--- src/rtl/alu_pkg.sv ---
// alu_pkg: definitions shared by the ALU issue stage and its decoder.
//   - opcode encodings OP_ADD..OP_SLL (6 and 7 are reserved)
//   - LogicSel encodings for the logic unit
//   - skid-buffer occupancy encodings
//   - alu_ctrl_t: the decoded per-op control bundle
//   - issue_entry_t: one buffered operation (operands + decoded control)
//   - SHAMT_BITS: number of meaningful shift-amount bits for SLL
package alu_pkg;

  localparam int DATA_W     = 32;
  localparam int SHAMT_BITS = 5;

  localparam logic [2:0] OP_ADD = 3'd0;
  localparam logic [2:0] OP_SUB = 3'd1;
  localparam logic [2:0] OP_AND = 3'd2;
  localparam logic [2:0] OP_OR  = 3'd3;
  localparam logic [2:0] OP_XOR = 3'd4;
  localparam logic [2:0] OP_SLL = 3'd5;

  localparam logic [1:0] LSEL_AND = 2'd0;
  localparam logic [1:0] LSEL_OR  = 2'd1;
  localparam logic [1:0] LSEL_XOR = 2'd2;

  // Occupancy of the two-entry skid buffer.
  localparam logic [1:0] OCC_EMPTY = 2'd0;
  localparam logic [1:0] OCC_ONE   = 2'd1;
  localparam logic [1:0] OCC_FULL  = 2'd2;

  typedef struct packed {
    logic       add_en;
    logic       sub_sel;
    logic       logic_en;
    logic       shift_en;
    logic [1:0] logic_sel;
    logic       op_err;
  } alu_ctrl_t;

  typedef struct packed {
    logic [DATA_W-1:0] a;
    logic [DATA_W-1:0] b;
    alu_ctrl_t         ctrl;
  } issue_entry_t;

  // Control bundle with every unit disabled.
  function automatic alu_ctrl_t ctrl_idle();
    alu_ctrl_t c;
    c.add_en    = 1'b0;
    c.sub_sel   = 1'b0;
    c.logic_en  = 1'b0;
    c.shift_en  = 1'b0;
    c.logic_sel = LSEL_AND;
    c.op_err    = 1'b0;
    return c;
  endfunction

  // A shift amount is usable only if every bit above the shamt field is 0;
  // larger amounts must produce 0 rather than wrap modulo 32.
  function automatic logic shamt_in_range(input logic [DATA_W-SHAMT_BITS-1:0] b_hi);
    return (b_hi == '0);
  endfunction

endpackage

--- src/rtl/alu_op_decode.sv ---
// alu_op_decode: purely combinational opcode decoder.
//   op_i   [2:0]  opcode (OP_* from alu_pkg; 6-7 reserved)
//   b_i    [31:0] operand B; only its upper bits matter (SLL range check)
//   ctrl_o        decoded control: exactly one unit enable for a valid op,
//                 none for a reserved op (which raises op_err instead)
module alu_op_decode
  import alu_pkg::*;
(
  input  logic [2:0]        op_i,
  input  logic [DATA_W-1:0] b_i,
  output alu_ctrl_t         ctrl_o
);

  // Low shamt bits are consumed by the shifter itself, not by decode.
  logic unused_shamt;
  assign unused_shamt = ^b_i[SHAMT_BITS-1:0];

  always_comb begin
    ctrl_o = ctrl_idle();
    case (op_i)
      OP_ADD: ctrl_o.add_en = 1'b1;
      OP_SUB: begin
        ctrl_o.add_en  = 1'b1;
        ctrl_o.sub_sel = 1'b1;
      end
      OP_AND: begin
        ctrl_o.logic_en  = 1'b1;
        ctrl_o.logic_sel = LSEL_AND;
      end
      OP_OR: begin
        ctrl_o.logic_en  = 1'b1;
        ctrl_o.logic_sel = LSEL_OR;
      end
      OP_XOR: begin
        ctrl_o.logic_en  = 1'b1;
        ctrl_o.logic_sel = LSEL_XOR;
      end
      // Out-of-range amounts gate the shifter off, so the ALU returns 0.
      OP_SLL: ctrl_o.shift_en = shamt_in_range(b_i[DATA_W-1:SHAMT_BITS]);
      default: ctrl_o.op_err = 1'b1;
    endcase
  end

endmodule

--- src/rtl/alu_issue_stage.sv ---
// alu_issue_stage: registered issue stage in front of the 32-bit ALU.
// Requests arrive over valid/ready, are decoded at capture and held in a
// two-entry skid buffer (entry 0 drives the outputs, entry 1 is the skid).
//
// Optional feature macro: FORWARD_EN (result-forwarding register for A).
//
// Ports:
//   Clk, Rst               clock (rising edge), async active-high reset
//   InValid/InReady        request handshake; InReady is registered
//   InOp, InA, InB         opcode and operands of the request
//   InFwdA                 use the forwarded result instead of InA
//   ResValid, ResIn        ALU result feeding the forward register
//   OutValid/OutReady      issue handshake towards the ALU
//   In1, In2               registered operands (In2 unmodified)
//   AddEn, SubSel, LogicEn, ShiftEn, LogicSel, OpErr  decoded control
module alu_issue_stage
  import alu_pkg::*;
#(
  parameter int WIDTH = DATA_W  // only 32 is supported
) (
  input  logic             Clk,
  input  logic             Rst,
  input  logic             InValid,
  output logic             InReady,
  input  logic [2:0]       InOp,
  input  logic [WIDTH-1:0] InA,
  input  logic [WIDTH-1:0] InB,
  input  logic             InFwdA,
  input  logic             ResValid,
  input  logic [WIDTH-1:0] ResIn,
  output logic             OutValid,
  input  logic             OutReady,
  output logic [WIDTH-1:0] In1,
  output logic [WIDTH-1:0] In2,
  output logic             AddEn,
  output logic             SubSel,
  output logic             LogicEn,
  output logic             ShiftEn,
  output logic [1:0]       LogicSel,
  output logic             OpErr
);

  logic [1:0]   occ_q, occ_d;
  logic         in_ready_q, in_ready_d;
  issue_entry_t entry0_q, entry0_d;
  issue_entry_t entry1_q, entry1_d;

  logic         accept;
  logic         consume;
  logic [WIDTH-1:0] opa;
  logic         fwd_err;
  alu_ctrl_t    dec_ctrl;
  issue_entry_t cap_entry;

  // ---------------------------------------------------------------------
  // Operand A selection
  // ---------------------------------------------------------------------
`ifdef FORWARD_EN
  logic [WIDTH-1:0] fwd_q;
  logic             fwd_valid_q;

  // Always holds the most recent result seen; newer results overwrite.
  always_ff @(posedge Clk or posedge Rst) begin
    if (Rst) begin
      fwd_q       <= '0;
      fwd_valid_q <= 1'b0;
    end else if (ResValid) begin
      fwd_q       <= ResIn;
      fwd_valid_q <= 1'b1;
    end
  end

  // A result arriving in the accept cycle is newer than the register, so
  // it is bypassed straight in. Without any result yet, fall back to InA
  // and flag the op.
  always_comb begin
    opa     = InA;
    fwd_err = 1'b0;
    if (InFwdA) begin
      if (ResValid) begin
        opa = ResIn;
      end else if (fwd_valid_q) begin
        opa = fwd_q;
      end else begin
        fwd_err = 1'b1;
      end
    end
  end
`else
  assign opa     = InA;
  assign fwd_err = 1'b0;

  logic unused_fwd;
  assign unused_fwd = ^{InFwdA, ResValid, ResIn};
`endif

  // ---------------------------------------------------------------------
  // Decode at capture time
  // ---------------------------------------------------------------------
  alu_op_decode u_decode (
    .op_i   (InOp),
    .b_i    (InB),
    .ctrl_o (dec_ctrl)
  );

  always_comb begin
    cap_entry             = '0;
    cap_entry.a           = opa;
    cap_entry.b           = InB;
    cap_entry.ctrl        = dec_ctrl;
    cap_entry.ctrl.op_err = dec_ctrl.op_err | fwd_err;
  end

  // ---------------------------------------------------------------------
  // Skid buffer control
  // ---------------------------------------------------------------------
  assign accept  = InValid && in_ready_q;
  assign consume = (occ_q != OCC_EMPTY) && OutReady;

  always_comb begin
    occ_d    = occ_q;
    entry0_d = entry0_q;
    entry1_d = entry1_q;
    case (occ_q)
      OCC_EMPTY: begin
        if (accept) begin
          entry0_d = cap_entry;
          occ_d    = OCC_ONE;
        end
      end
      OCC_ONE: begin
        if (accept && consume) begin
          // Entry 0 leaves and is replaced on the same edge.
          entry0_d = cap_entry;
        end else if (accept) begin
          // Entry 0 must hold stable under backpressure; park in skid.
          entry1_d = cap_entry;
          occ_d    = OCC_FULL;
        end else if (consume) begin
          occ_d = OCC_EMPTY;
        end
      end
      OCC_FULL: begin
        // InReady is low here, so only a consume can happen.
        if (consume) begin
          entry0_d = entry1_q;
          occ_d    = OCC_ONE;
        end
      end
      default: occ_d = OCC_EMPTY;
    endcase
    // Registered ready derived from next occupancy only, so OutReady never
    // reaches InReady combinationally.
    in_ready_d = (occ_d != OCC_FULL);
  end

  always_ff @(posedge Clk or posedge Rst) begin
    if (Rst) begin
      occ_q      <= OCC_EMPTY;
      in_ready_q <= 1'b1;
      entry0_q   <= '0;
      entry1_q   <= '0;
    end else begin
      occ_q      <= occ_d;
      in_ready_q <= in_ready_d;
      entry0_q   <= entry0_d;
      entry1_q   <= entry1_d;
    end
  end

  // ---------------------------------------------------------------------
  // Outputs: everything comes from entry 0 registers
  // ---------------------------------------------------------------------
  assign InReady  = in_ready_q;
  assign OutValid = (occ_q != OCC_EMPTY);
  assign In1      = entry0_q.a;
  assign In2      = entry0_q.b;
  assign AddEn    = entry0_q.ctrl.add_en;
  assign SubSel   = entry0_q.ctrl.sub_sel;
  assign LogicEn  = entry0_q.ctrl.logic_en;
  assign ShiftEn  = entry0_q.ctrl.shift_en;
  assign LogicSel = entry0_q.ctrl.logic_sel;
  assign OpErr    = entry0_q.ctrl.op_err;

endmodule

--- config.mk ---
export PLATFORM = sky130hd
export DESIGN_NAME = alu_issue_stage
export DESIGN_NICKNAME = d
export VERILOG_FILES = /design/src/rtl/alu_pkg.sv /design/src/rtl/alu_op_decode.sv /design/src/rtl/alu_issue_stage.sv
export SDC_FILE = /design/constraint.sdc
export NUM_CORES = 1
export LEC_CHECK = 0
export ABC_AREA = 1
export CAP_MARGIN = 0
export CORE_AREA = 2 2 121 123
export CTS_CLUSTER_SIZE = 40
export DETAILED_ROUTE_END_ITERATION = 16
export DIE_AREA = 0 0 123 125
export MAX_ROUTING_LAYER = met4
export PLACE_DENSITY = 0.76
export SYNTH_ARGS = -nofsm -noshare
export SYNTH_HDL_FRONTEND = slang
export SYNTH_SLANG_ARGS = --single-unit
--- constraint.sdc ---
create_clock -name Clk -period 7.7 [get_ports Clk]
set_input_delay 1.54 -clock Clk [delete_from_list [all_inputs] [get_ports Clk]]
set_output_delay 1.54 -clock Clk [all_outputs]
set_load 0.03 [all_outputs]
After elaboration in Yosys (flattened, before gate mapping)
Index checks and enable logic that the tools add are counted.

cells by class
  reduce and logical (&&, ||, !) cells = 13
  equality and inequality tests = 11
  bitwise operators = 1
  multiplexer cells = 16

operators with widths
  kind                                                 count
  two-way mux 71 bit                                   3
  one-hot mux 71 bit (3 select lines)                  1
  logical NOT 27 bit                                   1
  two-way mux 2 bit                                    5
  inequality test 2 bit, second input constant         4
  equality test 3 x 2 -> 1 bit, second input constant  2
  equality test 3 bit, second input constant           2
  one-hot mux 2 bit (3 select lines)                   1
  OR reduction 6 bit                                   1
  two-way mux 1 bit                                    5
  one-hot mux 2 bit (2 select lines)                   1
  AND reduction 4 bit                                  1
  equality test 3 x 1 -> 1 bit, second input constant  1
  logical AND 1 bit                                    3
  logical NOT 3 bit                                    1
  AND reduction 3 bit                                  1
  nonzero test 3 bit                                   1
  OR reduction 3 bit                                   1
  equality test 2 x 1 -> 1 bit, second input constant  1
  equality test 2 bit, second input constant           1
  logical NOT 2 bit                                    1
  nonzero test 2 bit                                   1
  OR reduction 2 bit                                   1
  NOT 1 bit                                            1

storage, ports and cells
  output and inout port bits = 73
  register bits = 145
  input port bits = 105

Depth between registers and ports, before layout
Gate-level depths: netlist of the first run.

  word-level depth = 7
  gate-level depth with buffers = 9
  gate-level depth less buffers = 9

Hierarchy
Synthesis of the first run repeated with hierarchy kept, for this count alone.

second synthesis, totals
  cell total of the unflattened synthesis = 908
  area total of the unflattened synthesis = 6970.4 um2

by module, submodules not included
  module           instances  sequential area each (um2)  cells each  area each (um2)
  alu_issue_stage  1          3629.7                      868         6804.0
  alu_op_decode    1          0.0                         40          166.4

Worst setup path after synthesis of the first run
OpenSTA, ideal clock, no wires.

  kind = input port to flip-flop
  start point = input InValid
  end point = register entry1_q[0] in the netlist's numbering
  stages on the path = 7
  path buffers = 2
  setup time = 0.130 ns
  arrival = 2.327 ns
  setup slack = 5.243 ns
  data required time = 7.570 ns
  cells stage by stage = nand2_1 nor2_4 nand3_2 buf_2 buf_2 nand2_1 o21ai_0

between the ends
  longest elaborated chain between the ends = 4

ends and longest elaborated chain
  element                          line                    text
  start: declaration               alu_issue_stage.sv:23   input logic InValid,
  logical AND 1 bit *              alu_issue_stage.sv:117  assign accept = InValid && in_ready_q;
  logical AND 1 bit                alu_issue_stage.sv:132  if (accept && consume) begin
  NOT 1 bit (no line)              -
  AND reduction 3 bit (no line) *  -
  end signal: assignment           alu_issue_stage.sv:167  entry1_q <= entry1_d;
  end: declaration                 alu_issue_stage.sv:46   issue_entry_t entry1_q, entry1_d;

Every way passes the cells marked *; elsewhere a longest branch is shown, timed or not.
A chain may end at the register's enable or synchronous reset.

Worst setup path in the final report of the first run
  start point = input InValid
  end point = register entry0_q, in the netlist OpErr

between the ends
  longest elaborated chain between the ends = 4
  elaborated cells between the ends (all ways) = 5
  those cells by class = eq/ne (2); reduce/logical (3)

ends and longest elaborated chain
  element                          line                    text
  logical AND 1 bit *              alu_issue_stage.sv:117
  logical AND 1 bit                alu_issue_stage.sv:132
  inequality test 2 bit (no line)  -
  AND reduction 4 bit (no line) *  -
  end signal: assignment           alu_issue_stage.sv:166  entry0_q <= entry0_d;
  end: declaration                 alu_issue_stage.sv:45   issue_entry_t entry0_q, entry0_d;

Marks and branches as above.

==> summary.txt, run 1 <==
Status
  – Status: finished clean

Job
  – Max-Cap Viols: 0

Pwr
  – Peak VDD IR: 0.213 mV
  – Leakage power total: 3.81 nW
  – Pint: 2.22 mW
  – Switching part of the total: 38.4%
  – Pwr dens: 435 nW/µm²
  – Switching pwr: 1.38 mW
  – Clock Power Share: 22.9%
  – Flop pwr share: 36.0%
  – Combinational power share: 41.1%

Place
  – Placed cells: 1027
  – GP Congestion: 0.745
  – Detailed Place HPWL: 8.51 mm
  – Number of buffers added on ports: 143

Floorplanning
  – Die extent in x: 123 µm
  – Site Rows: 44
  – Core area: 14200 µm²
  – Die Ht: 125 µm
  – Ports: 178
  – Starting density of the core: 44.1%
  – Die Area: 15400 µm²

Logic synthesis
  – Top-area cell type share of the netlist area: 57.5%
  – Post-synthesis net count: 846
  – Yosys reg bits: 145
  – Sequential fraction of the synthesis area: 57.9%
  – Synth area leader: dfrtp_1
  – Area contributors post-synth: dfrtp_1, o21ai_0, nand2_1, inv_1, o21ai_1
  – Most used DFF post-synth: dfrtp_1
  – Synthesized cell area: 6260 µm²
  – Commonest cells in the synthesized netlist: nand2_1, o21ai_0, dfrtp_1
  – Post-synth ARST share: 100%
  – Library cells used by synthesis: 22
  – Syn_area_per_cell: 8.45 µm²
  – Synth warn: 0
  – Count of flip-flops with a built-in enable after synthesis: 0
  – Count leader, synth: nand2_1
  – Cell count after synthesis: 741

Critical path
  – CP arrival: 3870 ps
  – Req. time, crit path: 7990 ps
  – Reg-to-reg startpoint: occ_q[1]$_DFF_PP0_
  – Worst Setup Start Kind: primary input
  – Setup crit end: OpErr$_DFFE_PP0P_
  – FF-to-FF End: OpErr$_DFFE_PP0P_
  – CP endpoint kind: flop
  – Crit Path Max Fanout: 115
  – Reg2Reg Depth: 7
  – Slowest-stage cell, CP: buf_4
  – CP Class: primary input to flop
  – Slowest stage delay, CP: 870 ps
  – Crit path cell chain: clkdlybuf4s50_1, nand2_1, nor2_4, o21ai_4, buf_4, inv_1, o21ai_0, o21ai_1
  – Register-to-register setup slack: 4390 ps
  – CP startpoint: InValid

Layout
  – Post-route insts no fill: 1056
  – Area delta synth->final: 32.3%
  – Final core occ: 58.4%
  – Ant. Diodes: 0
  – Nets: 967
  – Layout cells sized above 1: 4.59%

CTS
  – CTS tree: done
  – Clock buffer count from CTS: 17
  – Clock root buffer: clkbuf_16
  – Resized cells post-CTS: 0
  – Hold buffer count at cts: 0
  – Depth of the CTS H-tree: 4
  – Clock tree sinks: 145
  – Worst-skew pair later-pin latency: 410 ps
  – CTS Buffer Depth: 2
  – Post-CTS setup buffer count: 0
  – Clock-pin transition on the worst setup and hold timing paths: 60 ps

Drt
  – DR pass1 iterations: 4
  – Vias per cell: 4.77
  – DRC errors left: 0
  – DRT antenna net count: 0
  – Final wirelength: 13.6 mm
  – WL/cell: 12.8 µm
  – Vias: 5039
  – Detailed Route Iter0 Violations: 279

Global routing
  – First-pass GRT wire length: 22.4 mm
  – Tot GR Track Use: 18.9%
  – Largest net degree at the start of global routing: 116
  – Vias in the first global route: 4771
  – Initial antenna violation count: 0
  – GRT overflow: 0

Timing
  – RSZ-0062 raised after global routing: false
  – Final Max Tran Viols: 0
  – Fin crit period: 3580 ps
  – Max Clock Skew: 10.4 ps
  – Period utilization: 46.5%
  – Hold Vio Cnt, Final: 0
  – Post-route setup TNS: 0 ps
  – Slew headroom: 30.7%
  – Fmax: 279 MHz
  – Final setup viols: 0
  – Slew @ Worst Pin: 1040 ps

Min path
  – HP Class: flop to flop
flip-flops by register name (all words and copies together), names as in the netlist:
signal,count
ShiftEn,1
SubSel,1
LogicEn,1
In1,32
InReady,1
AddEn,1
entry1_q,71
OpErr,1
occ_q,2
In2,32
LogicSel,2
layer usage:
| layer | up-vias | track usage, % | part of all wire [%] |
|---|---|---|---|
| met5 | - | - | 0 |
| met4 | 0 | 6.15 | 0.70 |
| met3 | 6 | 5.29 | 6.1 |
| met2 | 106 | 29.1 | 47 |
| met1 | 2335 | 24.1 | 47 |
| li1 | 2592 | - | - |
cell type report:
type	instances	area (µm²)
Timing Repair Buffer	147	1460
Fill cell	1283	5910
Multi-Input combinational cell	474	2090
Inverter	77	297
Sequential cell	145	3630
Clock inverter	5	104
Clock buffer	24	482
Tap cell	184	230
power groups by stage:
stage | registers [mW] | logic (mW) | clock network, mW
floorplan | 1.64 | 0.648 | 0
global placement | 1.30 | 1.47 | 0
detailed placement | 1.31 | 1.50 | 0
CTS | 1.30 | 1.51 | 0.840
global route | 1.34 | 1.64 | 0.881
finish | 1.30 | 1.48 | 0.826
worst min-delay path by stage:
stage                              from                        to  cells past startpoint
2_1_floorplan   entry1_q[6]$_DFFE_PP0P_   entry1_q[6]$_DFFE_PP0P_                      2
3_3_place_gp    entry1_q[6]$_DFFE_PP0P_   entry1_q[6]$_DFFE_PP0P_                      2
3_5_place_dp        ShiftEn$_DFFE_PP0P_       ShiftEn$_DFFE_PP0P_                      2
4_1_cts        entry1_q[38]$_DFFE_PP0P_  entry1_q[38]$_DFFE_PP0P_                      2
5_1_grt        entry1_q[11]$_DFFE_PP0P_  entry1_q[11]$_DFFE_PP0P_                      2
6_report        entry1_q[2]$_DFFE_PP0P_   entry1_q[2]$_DFFE_PP0P_                      2
stage by stage:
stage	area, µm²	setup slack, ps	power [mW]	hold WS [ps]
2_1_floorplan	6260	2270	2.28	444
6_report	8290	4120	3.61	478
3_3_place_gp	7700	3670	2.76	458
4_1_cts	8290	4080	3.65	483
5_1_grt	8290	3830	3.87	500
3_5_place_dp	7700	3670	2.80	465
critical path: cells and delay by family:
kind            cells  cell delay [ps]
simple gates        2              200
buf+inv             3             1400
compound gates      3              680
kinds of logic after synthesis:
family / share of synthesized area, %
simple gates: 16.0
compound gates: 17.3
flops: 57.9
buf+inv: 8.77
cells in the final DEF (no fill, tap or decap), drive strengths merged:
cell / instances
nor2: 21
nand3: 3
a21oi: 3
dfrtp: 144
nor3: 1
nand2: 235
inv: 77
o21ai: 211
clkbuf: 24
buf: 4
dfstp: 1
clkinv: 2
clkdlybuf4s50: 143
bufinv: 3
Note: power is estimated with default switching activity, not from simulation.
==> run 2: changes to the inputs <==
--- a/config.mk
+++ b/config.mk
@@ -7,12 +7,12 @@
 export LEC_CHECK = 0
 export ABC_AREA = 1
 export CAP_MARGIN = 0
-export CORE_AREA = 2 2 121 123
+export CORE_AREA = 2 2 124 126
 export CTS_CLUSTER_SIZE = 40
 export DETAILED_ROUTE_END_ITERATION = 16
-export DIE_AREA = 0 0 123 125
+export DIE_AREA = 0 0 126 128
 export MAX_ROUTING_LAYER = met4
-export PLACE_DENSITY = 0.76
+export PLACE_DENSITY = 0.75
 export SYNTH_ARGS = -nofsm -noshare
 export SYNTH_HDL_FRONTEND = slang
 export SYNTH_SLANG_ARGS = --single-unit
==> constraint.sdc (replaced) <==
create_clock -name Clk -period 3.16 [get_ports Clk]
set_input_delay 0.632 -clock Clk [delete_from_list [all_inputs] [get_ports Clk]]
set_output_delay 0.632 -clock Clk [all_outputs]
set_load 0.03 [all_outputs]
==> run 2 against run 1 <==
Critical path depth fell by 5; global-route usage shrank 0.82 points; register-to-register slack got worse by 3300 ps; worst hold slack worse by 7.3 ps; count of clock-buffer cells in the layout down 5; highest routed layer unchanged; cell area is 1.1% higher.
==> summary.txt, run 2 (synthesis results as in run 1) <==
Status
  – Status: finished clean

Global routing
  – Tot GR Track Use: 18.1% (-0.82 points)
  – Largest net degree at the start of global routing: 146 (+26%)
  – GRT overflow: 0 (unchanged)
  – Initial antenna violation count: 0 (unchanged)
  – Vias in the first global route: 4713 (-1.2%)
  – First-pass GRT wire length: 22.8 mm (+1.7%)

Critical path
  – CP endpoint kind: output port
  – Crit path depth: 3 (-5)
  – Req. time, crit path: 2530 ps (-5460 ps)
  – Slowest stage delay, CP: 680 ps (-190 ps)
  – CP Class: flop to output port
  – CP arrival: 1700 ps (-2170 ps)
  – Crit path cell chain: inv_2, nand2_1, clkdlybuf4s50_1
  – Crit Path Max Fanout: 3 (-97%)
  – Worst Path Buf+Inv: 2 (-1)
  – Cell family with most CP delay: buffers and inverters
  – Worst Setup Start Kind: flop
  – Register-to-register setup slack: 1110 ps (-3280 ps)
  – Reg2Reg Depth: 5 (-2)
  – Slowest-stage cell, CP: clkdlybuf4s50_1

Place
  – Detailed Place HPWL: 8.54 mm (+0.33%)
  – Number of buffers added on ports: 143 (unchanged)
  – GP Congestion: 0.739 (-0.83%)
  – Placed cells: 1034 (+0.68%)

CTS
  – Depth of the CTS H-tree: 4 (unchanged)
  – Clock root buffer: clkbuf_16
  – Clock buffer count from CTS: 17 (unchanged)
  – Clock tree sinks: 145 (unchanged)
  – Clock-pin transition on the worst setup and hold timing paths: 60 ps (about the same)
  – Hold buffer count at cts: 0 (unchanged)
  – Post-CTS setup buffer count: 0 (unchanged)
  – CTS tree: done
  – CTS Buffer Depth: 2 (unchanged)
  – Worst-skew pair later-pin latency: 420 ps (about the same)
  – Resized cells post-CTS: 0 (unchanged)

Timing
  – Final Max Tran Viols: 0 (unchanged)
  – Slew @ Worst Pin: 774 ps (-265 ps)
  – Fin crit period: 2330 ps
  – Post-route setup TNS: 0 ps (unchanged)
  – RSZ-0062 raised after global routing: false
  – Max Clock Skew: 5.81 ps (-4.64 ps)
  – Fmax: 429 MHz
  – Period utilization: 73.7%
  – Hold Vio Cnt, Final: 0 (unchanged)
  – Final setup viols: 0 (unchanged)
  – Slew headroom: 48.4% (+18 points)

Drt
  – DRT antenna net count: 0 (unchanged)
  – Detailed Route Iter0 Violations: 440 (+58%)
  – Vias per cell: 4.72 (-1.2%)
  – DRC errors left: 0 (unchanged)
  – Vias: 5027 (-0.24%)
  – DR pass1 iterations: 4 (unchanged)
  – Final wirelength: 13.4 mm (-1.0%)
  – WL/cell: 12.6 µm (-2.0%)

Pwr
  – Leakage power total: 3.85 nW (+0.93%)
  – Total chip power: 8.88 mW (+150%)
  – Peak VDD IR: 0.418 mV (+97%)
  – Pwr dens: 1060 nW/µm² (+140%)

Layout
  – Ant. Diodes: 0 (unchanged)
  – Most common cell after layout, fill and taps aside: nand2_1
  – Final core occ: 56.4% (-2.0 points)
  – Nets: 970 (+0.31%)
  – Area delta synth->final: 33.8%
  – Most flops, register: entry1_q
  – Most frequent cells in the layout: nand2_1, o21ai_0, dfrtp_1
  – Layout cells sized above 1: 5.58% (+0.99 points)
  – Filler cell count: 1324 (+3.2%)
  – Max reg flops: 71 (unchanged)
  – Post-route insts no fill: 1066 (+0.95%)

Floorplanning
  – Die Area: 16100 µm² (+4.9%)
  – Starting density of the core: 42.1% (-2.0 points)
  – Die Ht: 128 µm (+2.4%)
  – Site Rows: 45 (+2.3%)
  – Core area: 14900 µm² (+4.7%)
  – Ports: 178 (unchanged)
  – Die extent in x: 126 µm (+2.4%)

Job
  – Max-Cap Viols: 0 (unchanged)

Min path
  – HP Class: flop to flop
  – WHS Path Cells: 2 (unchanged)
-- run 2: worst reg2reg max path, cell delays in order, from the launching register on --
cell and delay [ps]:
dfrtp_1 450, nand2_4 460, inv_4 70, o21ai_4 450, buf_4 370, o21ai_0 130
-- run 2: path summary, 6_finish.rpt --
kind / end / start
setup / recovery: OutValid / occ_q[1]$_DFF_PP0_
hold / removal: entry1_q[6]$_DFFE_PP0P_ / entry1_q[6]$_DFFE_PP0P_
setup reg to reg: In2[0]$_DFFE_PP0P_ / occ_q[1]$_DFF_PP0_
hold reg to reg: entry1_q[6]$_DFFE_PP0P_ / entry1_q[6]$_DFFE_PP0P_
max in group asynchronous: In2[19]$_DFFE_PP0P_ / Rst
min in group asynchronous: entry1_q[11]$_DFFE_PP0P_ / Rst
-- run 2: power breakdown --
group	leakage, nW	internal [mW]	total [mW]	switching (mW)
Combinational	1.76	1.42	3.67	2.26
Sequential	1.79	2.76	3.16	0.406
Clock	0.293	1.26	2.04	0.781
-- run 2: through the flow --
stage	setup slack (ps)	hold slack, ps	cell area, µm²
2_1_floorplan	710	444	6270
3_3_place_gp	896	459	7780
4_1_cts	803	476	8380
5_1_grt	753	499	8380
3_5_place_dp	846	460	7780
6_report	831	471	8380
-- run 2: area by class of cell --
type / instances / area, µm² / share of cell area (%)
timing repair buffer: 150 / 1530 / 18.3
clock inverter: 13 / 160 / 1.91
tap: 188 / 235 / 2.81
sequential: 145 / 3630 / 43.3
multi-input combinational: 474 / 2090 / 24.9
inverter: 77 / 295 / 3.52
clock buffer: 19 / 443 / 5.28
-- run 2: layer usage --
layer / vias up / share of wire [%] / global-route usage (%)
met5: - / 0 / -
met4: 0 / 1.7 / 6.79
met3: 19 / 5.8 / 5.30
met2: 129 / 46 / 26.8
met1: 2283 / 47 / 23.7
li1: 2596 / - / -
==> run 3: changes to the inputs <==
--- a/config.mk
+++ b/config.mk
@@ -7,12 +7,12 @@
 export LEC_CHECK = 0
 export ABC_AREA = 1
 export CAP_MARGIN = 0
-export CORE_AREA = 2 2 124 126
+export CORE_AREA = 2 2 121 123
 export CTS_CLUSTER_SIZE = 40
 export DETAILED_ROUTE_END_ITERATION = 16
-export DIE_AREA = 0 0 126 128
+export DIE_AREA = 0 0 123 125
 export MAX_ROUTING_LAYER = met4
-export PLACE_DENSITY = 0.75
+export PLACE_DENSITY = 0.76
 export SYNTH_ARGS = -nofsm -noshare
 export SYNTH_HDL_FRONTEND = slang
 export SYNTH_SLANG_ARGS = --single-unit
==> constraint.sdc (replaced) <==
create_clock -name Clk -period 2.2 [get_ports Clk]
set_input_delay 0.44 -clock Clk [delete_from_list [all_inputs] [get_ports Clk]]
set_output_delay 0.44 -clock Clk [all_outputs]
set_load 0.03 [all_outputs]
==> run 3 against run 2 <==
Global-route usage is 0.85 points higher; non-clock buffer count grew 3; via count increased by 2.2%.
==> summary.txt, run 3 (synthesis results as in run 1) <==
Timing
  – Hold Slack: 335 ps (-136 ps)
  – Slew headroom: 74.2% (+26 points)
  – PnR worst setup slack: 154 ps (-678 ps)
  – Period utilization: 93.0%
  – Slew @ Worst Pin: 386 ps (-388 ps)
  – Fmax: 489 MHz
  – Max Clock Skew: 12.7 ps (+6.94 ps)
  – Post-route setup TNS: 0 ps (unchanged)
  – RSZ-0062 raised after global routing: false
  – Fin crit period: 2050 ps
  – Final setup viols: 0 (unchanged)
  – Hold Vio Cnt, Final: 0 (unchanged)
  – Final Max Tran Viols: 0 (unchanged)

Pwr
  – Switching part of the total: 38.3% (-0.48 points)
  – Clock Power Share: 23.3% (+0.3 points)
  – Peak VDD IR: 0.876 mV (+110%)
  – Flop pwr share: 35.3% (-0.3 points)
  – Combinational power share: 41.3% (about the same)
  – Pwr dens: 1520 nW/µm² (+43%)
  – Pint: 7.91 mW (+46%)
  – Leakage power total: 3.87 nW (+0.69%)
  – Switching pwr: 4.91 mW (+43%)

Layout
  – Max reg flops: 71 (unchanged)
  – Filler cell count: 1282 (-3.2%)
  – Final core occ: 59.5% (+3.1 points)
  – Most flops, register: entry1_q
  – Most frequent cells in the layout: nand2_1, o21ai_0, dfrtp_1
  – Area delta synth->final: 34.9%
  – Most common cell after layout, fill and taps aside: nand2_1
  – Post-route insts no fill: 1065 (-0.094%)
  – Layout cells sized above 1: 5.68% (+0.095 points)
  – Ant. Diodes: 0 (unchanged)
  – Nets: 973 (+0.31%)

Drt
  – DRT antenna net count: 0 (unchanged)
  – DR pass1 iterations: 5 (+1)
  – DRC errors left: 0 (unchanged)
  – Detailed Route Iter0 Violations: 296 (-33%)
  – Vias per cell: 4.82 (+2.3%)
  – WL/cell: 12.6 µm (+0.25%)
  – Vias: 5136 (+2.2%)
  – Final wirelength: 13.4 mm (+0.16%)

Critical path
  – Reg2Reg Depth: 7 (+2)
  – FF-to-FF End: AddEn$_DFFE_PP0P_
  – CP endpoint kind: output port
  – Worst Setup Start Kind: flop
  – Crit path cell chain: clkdlybuf4s50_1
  – Slowest stage delay, CP: 660 ps (-20 ps)
  – Req. time, crit path: 1760 ps (-770 ps)
  – Register-to-register setup slack: 510 ps (-600 ps)
  – CP arrival: 1610 ps (-90 ps)
  – Reg-to-reg startpoint: occ_q[1]$_DFF_PP0_
  – Cell family with most CP delay: buffers and inverters
  – CP Class: flop to output port
  – Crit Path Max Fanout: 2 (-1)
  – Worst Path Buf+Inv: 1 (-1)
  – Slowest-stage cell, CP: clkdlybuf4s50_1

Global routing
  – Tot GR Track Use: 18.9% (+0.85 points)
  – First-pass GRT wire length: 22.3 mm (-2.1%)
  – Largest net degree at the start of global routing: 84 (-42%)
  – Vias in the first global route: 4749 (+0.76%)
  – Initial antenna violation count: 0 (unchanged)
  – GRT overflow: 0 (unchanged)

Place
  – Placed cells: 1033 (-0.097%)
  – GP Congestion: 0.774 (+4.8%)
  – Number of buffers added on ports: 143 (unchanged)
  – Detailed Place HPWL: 8.73 mm (+2.2%)
  – Worst slack at placement: 254 ps (-592 ps)

Status
  – Status: finished clean

Floorplanning
  – Site Rows: 44 (-2.2%)
  – Starting density of the core: 44.1% (+2.0 points)
  – Die Area: 15400 µm² (-4.7%)
  – Ports: 178 (unchanged)
  – Die Ht: 125 µm (-2.3%)
  – Die extent in x: 123 µm (-2.4%)
  – Core area: 14200 µm² (-4.4%)

CTS
  – Clock buffer count from CTS: 17 (unchanged)
  – Worst-skew pair later-pin latency: 420 ps (about the same)
  – Hold buffer count at cts: 0 (unchanged)
  – Depth of the CTS H-tree: 4 (unchanged)
  – CTS Buffer Depth: 2 (unchanged)
  – Clock tree sinks: 145 (unchanged)
  – Clock-pin transition on the worst setup and hold timing paths: 60 ps (about the same)
  – CTS tree: done
  – Clock root buffer: clkbuf_16

Job
  – Max-Cap Viols: 0 (unchanged)

Min path
  – HP Class: primary input to asynchronous set/reset pin
-- run 3: cell types whose count changed in the layout (fill, tap and decap cells not counted) --
cell | previous run | this run
clkinv_2 | 4 | 1
clkinvlp_4 | 3 | 4
clkinv_4 | 2 | 1
clkdlybuf4s50_1 | 143 | 142
clkbuf_8 | 1 | 4
inv_6 | 2 | 0
clkbuf_1 | 1 | 3
dlygate4sd2_1 | 0 | 1
buf_12 | 4 | 7
-- run 3: area by class of cell --
class                      instances  area, µm²  share of cell area, %
clock buffer                      24        492                   5.82
sequential                       145       3630                   42.9
inverter                          77        295                   3.49
multi-input combinational        474       2090                   24.7
timing repair buffer             153       1590                   18.8
clock inverter                     8        126                   1.50
tap                              184        230                   2.72
-- run 3: power groups by stage --
stage | clock network [mW] | registers [mW] | logic [mW]
detailed placement | 0 | 4.56 | 5.36
floorplan | 0 | 5.73 | 2.27
finish | 2.99 | 4.53 | 5.30
global route | 3.17 | 4.68 | 5.89
global placement | 0 | 4.53 | 5.25
CTS | 3.06 | 4.54 | 5.37
-- run 3: repair_timing --
| item | in CTS | in global routing |
|---|---|---|
| setup endpoints to repair | 1 | 0 |
| endpoints found under the hold margin | 0 | 0 |
| setup buffers | 0 | 0 |
| resized for setup | 1 | 0 |
-- run 3: worst register-to-register path, cell delays in order (launching register included) --
cell and delay, ps:
dfrtp_1 440, nand2_4 270, inv_4 80, o21ai_4 220, buf_12 300, inv_1 90
o21ai_0 70, o21ai_0 100
-- run 3: worst max-delay path by stage --
| stage | startpoint | cells past startpoint | to |
|---|---|---|---|
| CTS | InReady$_DFF_PP1_ | 1 | InReady |
| finish | InReady$_DFF_PP1_ | 1 | InReady |
| detailed placement | InValid | 8 | entry1_q[48]$_DFFE_PP0P_ |
| global placement | InValid | 7 | entry1_q[46]$_DFFE_PP0P_ |
| global route | InReady$_DFF_PP1_ | 1 | InReady |
| floorplan | Rst | 1 | AddEn$_DFFE_PP0P_ |
-- run 3: routing by layer --
| layer | share of wire [%] | track usage, % | vias up |
|---|---|---|---|
| met5 | 0 | - | - |
| met2 | 46 | 27.8 | 136 |
| met3 | 6.9 | 6.16 | 22 |
| met1 | 45 | 24.3 | 2372 |
| li1 | - | - | 2606 |
| met4 | 1.9 | 7.49 | 0 |
-- run 3: through the flow --
stage	area, µm²	total power [mW]
floorplan	6270	8.00
detailed placement	7840	9.91
finish	8450	12.8
CTS	8450	13.0
global route	8450	13.7
global placement	7840	9.78
